**config.mk**
```make
export PLATFORM = sky130hd
export DESIGN_NAME = rf_wb_arbiter
export DESIGN_NICKNAME = d
export VERILOG_FILES = /design/src/rtl/rf_wb_arbiter.sv
export SDC_FILE = /design/constraint.sdc
export NUM_CORES = 1
export LEC_CHECK = 0
export CORE_AREA = 2 2 113 71
export CTS_CLUSTER_DIAMETER = 60
export CTS_CLUSTER_SIZE = 40
export DETAILED_ROUTE_END_ITERATION = 7
export DIE_AREA = 0 0 115 73
export GPL_TIMING_DRIVEN = 1
export PLACE_DENSITY_LB_ADDON = 0.12
export RECOVER_POWER = 100
export SYNTH_ARGS = -nofsm -noshare
export SYNTH_HDL_FRONTEND = slang
export SYNTH_SLANG_ARGS = --single-unit
```
**constraint.sdc**
```tcl
create_clock -name clk -period 2.6 [get_ports clk]
set_input_delay 0.78 -clock clk [delete_from_list [all_inputs] [get_ports clk]]
set_output_delay 0.78 -clock clk [all_outputs]
set_load 0.05 [all_outputs]
```
**src/rtl/rf_wb_arbiter.sv**
```systemverilog
// Writeback arbiter for the single register-file write port: LSU has fixed
// priority, ALU is guaranteed a grant after MAX_WAIT consecutive denials.
module rf_wb_arbiter #(
  parameter int MAX_WAIT = 3,
  parameter int CW       = 4
) (
  input  logic        clk,
  input  logic        reset,
  input  logic        alu_valid,
  output logic        alu_ready,
  input  logic [4:0]  alu_rd,
  input  logic [31:0] alu_data,
  input  logic        mem_valid,
  output logic        mem_ready,
  input  logic [4:0]  mem_rd,
  input  logic [31:0] mem_data,
  output logic        we3,
  output logic [4:0]  a3,
  output logic [31:0] wd3,
  output logic [31:0] pend
);

  typedef struct packed {
    logic [4:0]  rd;
    logic [31:0] data;
  } wb_req_t;

  logic [CW-1:0] r_cnt;
  logic          r_we3;
  logic [4:0]    r_a3;
  logic [31:0]   r_wd3;

  logic          w_starved;
  logic          w_alu_gnt;
  logic          w_mem_gnt;
  logic          w_fire;
  wb_req_t       w_sel;
  logic [31:0]   w_pend;

  // ALU overrides LSU priority once it has been denied MAX_WAIT cycles in a row
  assign w_starved = (r_cnt >= CW'(MAX_WAIT));
  assign w_alu_gnt = !reset && alu_valid && (!mem_valid || w_starved);
  assign w_mem_gnt = !reset && mem_valid && !(alu_valid && w_starved);
  assign w_fire    = w_alu_gnt || w_mem_gnt;

  always_comb begin
    w_sel = '0;
    if (w_alu_gnt) w_sel = '{rd: alu_rd, data: alu_data};
    else if (w_mem_gnt) w_sel = '{rd: mem_rd, data: mem_data};
  end

  always_ff @(posedge clk) begin
    if (reset) begin
      r_we3 <= 1'b0;
      r_a3  <= '0;
      r_wd3 <= '0;
      r_cnt <= '0;
    end else begin
      r_we3 <= w_fire && (w_sel.rd != 5'd0);
      if (w_fire) begin
        r_a3  <= w_sel.rd;
        r_wd3 <= w_sel.data;
      end
      if (!alu_valid || w_alu_gnt) r_cnt <= '0;
      else if (!w_starved)         r_cnt <= r_cnt + CW'(1);
    end
  end

  // x0 is hardwired, so it never shows as pending
  always_comb begin
    w_pend = '0;
    for (int r = 1; r < 32; r++) begin
      w_pend[r] = (alu_valid && (alu_rd == 5'(r))) ||
                  (mem_valid && (mem_rd == 5'(r))) ||
                  (r_we3 && (r_a3 == 5'(r)));
    end
  end

  assign alu_ready = w_alu_gnt;
  assign mem_ready = w_mem_gnt;
  assign we3       = r_we3;
  assign a3        = r_a3;
  assign wd3       = r_wd3;
  assign pend      = w_pend;

endmodule
```
# Word level (Yosys, flattened, before mapping)
# Cells that the tools add are included.
# Widths: inputs -> output; s select.
op_classes:
  addsub: 1
  mul: 0
  n_div: 0
  n_lt_le_gt_ge: 1
  eq_ne: 93
  shifts: 0
  n_mux: 2
  n_bitwise: 0
  n_reduce_logical: 170
op_table:
  columns: ["op", "n"]
  rows:
  - ["$eq 5x5->1 const B", 48]
  - ["$eq 5x4->1 const B", 24]
  - ["$logic_and 1x1->1", 99]
  - ["$mux 37", 2]
  - ["$logic_or 1x1->1", 65]
  - ["$eq 5x3->1 const B", 12]
  - ["$eq 5x2->1 const B", 6]
  - ["$eq 5x1->1 const B", 3]
  - ["$reduce_bool 5->1", 1]
  - ["$add 4x1->4 const B", 1]
  - ["$ge 4x2->1 const B", 1]
  - ["$logic_not 1->1", 4]
  - ["$reduce_or 2->1", 1]
word_totals:
  ff_bits: 42
  latchBits: 0
  mem_bits_rw: 0
  mem_bits_ro: 0
  in_bits: 78
  out_inout_bits: 72
  wordCells: 271
  mem_count: 0

# Logic depth before layout (Yosys ltp)
logic_depth:
  word_depth: 8
  ltp_mapped: 6
  ltp_nobuf: 4

# Least setup slack after synthesis
# OpenSTA, ideal clock, no wires.
synth_path:
  path_type: "input -> output"
  start: "input mem_rd[0]"
  end: "output pend[5]"
  arrival_ns: 2.019
  t_required_ns: 1.820
  slack_ns: -0.199
  path_stages: 4
  n_path_buf: 1
  cell_sequence: "clkbuf_1 -> nor4bb_1 -> a22oi_1 -> nand2_1"
synth_via:
  elab_chain_len: 4
synth_rtl:
  columns: ["item", "line_no", "source"]
  rows:
  - ["start, declared", "15", "input logic [4:0] mem_rd,"]
  - ["$eq 5x3->1", "74", "(mem_valid && (mem_rd == 5'(r))) ||"]
  - ["$logic_and 1x1->1", "74", null]
  - ["$logic_or 1x1->1", "73", "w_pend[r] = (alu_valid && (alu_rd == 5'(r))) ||"]
  - ["$logic_or 1x1->1", "74", null]
  - ["end, declared", "20", "output logic [31:0] pend"]
# No other way between the ends.

# Worst setup path after layout
layout_path:
  start: "input mem_rd[4]"
  end: "output pend[4]"
# The elaborated chain is that of the path after synthesis.

==> metrics.cfg <==
[run_status]
status = finished, final reports clean

[clocking]
cts.sinks = 42
cts_made_buffers = 5
clockRootBuffer = clkbuf_16
path_clk_slew_ns = 0.06
cts_tree = yes
cts_setup_buffers = 0
holdBufCountCts = 0
clkLatencyLatePin_ns = 0.29
clockBufferDepth = 2
h-tree-depth = 2

[sta]
fin_skew_ns = 0.00642
period_needed_ns = 2.58
setup_viol = 0
final_hold_viol_count = 0
rsz0062_at_grt = yes
layout_setup_ws_ns = 0.0191
slew_violations = 0
fin_crit_sh = 0.993
max_freq_mhz = 387
maxSlewHeadroom = 0.319
worstMarginPinSlew_ns = 1.01

[synth]
synthArstFlopShare = 0
synth_warnings = 0
synthDistinctLibCells = 36
synthCells = 386
synth_area_mm2 = 0.00288
synthFlopType = dfxtp_1
ys_seq_area_frac = 0.292
synth_edf_count = 0
syn_area_per_cell_um2 = 7.46
synth_seq_cells = 42

[cells_and_area]
nFillCells = 624
drive_gt1_frac = 0.275
syn2layout_area_growth_pct = 85.4
final_common_cell = clkdlybuf4s50_1
layout_common_cells = 64 x clkdlybuf4s50_1, 50 x buf_4, 45 x nand3_1, 41 x nand2_1, 39 x dfxtp_1
fin_util = 0.711
nNetsFinal = 636
design_area_mm2 = 0.00534
antennaDiodeCount = 0
finalNonFillerCells = 651

[routing]
ant_nets = 0
vias = 3820
drc = 0
wirelength_um = 11800
drtPass1Iterations = 6
drt_iter0_markers = 374
wl_per_cell_um = 18.1
routed_via_density = 5.87

[floorplanning]
fp.dieH_um = 73
die_x_um = 115
coreArea_mm2 = 0.00751
pin_count = 150
rows = 25
dieArea_mm2 = 0.00840
start_util = 0.384

[placement]
portBuffers = 148
gp_congestion = 0.896
place_inst = 645
dp_slack_ns = -0.516
dpl_cell_area_mm2 = 0.00514
hpwlAfterDp_um = 8880

[global_routing]
antenna_found_initial = 0
globalRouteTotalUtil = 0.270
grt_pass1_vias = 3607
gr-total-overflow = 0
grt_max_degree = 27
grt_pass1_wl_um = 17800

[power_and_ir_drop]
pwr_density_cell_mw_per_mm2 = 418
p_leak_nw = 2.39
max-vdd-ir-drop_uv = 309
power.total_w = 0.00223

[run]
drv_cap = 0

[setup_path]
path_class = in -> out
end_kind = output pin
path_max_fanout = 5
cp-start-kind = input port
critPathRequiredTime_ns = 1.82
crit_arrival_ns = 1.80

[min_path]
hold_class = reg -> reg

==> synthesized netlist by cell type (2+ instances only) <==
library cell  instances  area (um2)
nand2_1              57         214
nand3_1              45         225
dfxtp_1              42         841
clkbuf_1             27         101
nor2_1               24        90.1
inv_1                23        86.3
a21o_1               20         150
a22oi_1              20         150
a311oi_1             20         175
a32oi_1              13         114
and2_1               13        81.3
a221o_1              12         120
nor2b_1              10        62.6
and4b_1               9        90.1
nor4bb_1              9        90.1
a21oi_1               5        25.0
buf_1                 5        18.8
and4_1                4        35.0
buf_2                 4        20.0
a222oi_1              3        30.0
nor3_1                3        15.0
nor4b_1               3        26.3
and2_0                2        12.5
==> per-stage QoR <==
step	hold slack, ns	TNS (ns)
floorplan	0.403	-0.123
global placement	0.415	-18.33
detailed placement	0.435	-19.28
CTS	0.444	0
global route	0.460	-0.161
finish	0.438	0
==> power by group <==
group          switching, W  total (W)  internal [W]
logic              0.000441   0.000775      0.000333
clock network      0.000259   0.000733      0.000474
registers         0.0000341   0.000724      0.000690
total              0.000734    0.00223       0.00150
==> worst max-delay path, stage by stage <==
cell and delay (ns):
buf_8 0.10, buf_6 0.12, nor4b_2 0.29, buf_4 0.18
a22oi_1 0.08, nand2_2 0.10, buf_12 0.13
==> repair_timing <==
action                                  in CTS  in global routing
endpoints found under the setup margin      45                 22
gates resized for setup                     65                 26
gates cloned                                 1                  0
pin swaps                                    6                 16
==> metal layers <==
layer | track usage | wire, um | vias up
li1 | - | - | 1766
met5 | 0 | 0 | -
met4 | 0.0776 | 178 | 0
met2 | 0.412 | 5260 | 202
met3 | 0.0831 | 1170 | 20
met1 | 0.369 | 5150 | 1832
==> cell families (layout without fill, tap and decap cells) <==
kind of cell / after synthesis / in the layout / share of synthesized area
AO/OA/AOI/OAI: 96 / 96 / 0.274
adder cells (fa/ha/maj): 1 / 1 / 0.00434
buffers and inverters: 62 / 231 / 0.0869
flip-flops: 42 / 42 / 0.292
other: 1 / 3 / 0.00130
AND/OR/NAND/NOR: 184 / 184 / 0.342
==> flip-flops by register name, summed over array words and instances, names as in the netlist <==
register / count
we3: 1
wd3: 32
r_cnt: 4
a3: 5
==> final timing paths <==
path | startpoint | endpoint | slack, ns | depth (start not counted)
setup / recovery | mem_rd[4] | pend[4] | 0.02 | 7
hold / removal | r_cnt[0]$_SDFFE_PP0N_ | r_cnt[0]$_SDFFE_PP0N_ | 0.44 | 1
setup reg to reg | r_cnt[0]$_SDFFE_PP0N_ | wd3[14]$_SDFFE_PP0P_ | 0.76 | 5
hold reg to reg | r_cnt[0]$_SDFFE_PP0N_ | r_cnt[0]$_SDFFE_PP0N_ | 0.44 | 1
==> area by class of cell <==
cell class,count,area [um2],share of cell area
Multi-Input combinational cell,284,1970,0.369
Clock inverter,1,30.0,0.00562
Timing Repair Buffer,201,2150,0.403
Tap cell,94,118,0.0220
Inverter,23,86.3,0.0162
Sequential cell,42,845,0.158
Clock buffer,6,139,0.0260
No activity file was read; power rests on OpenSTA's default activity.
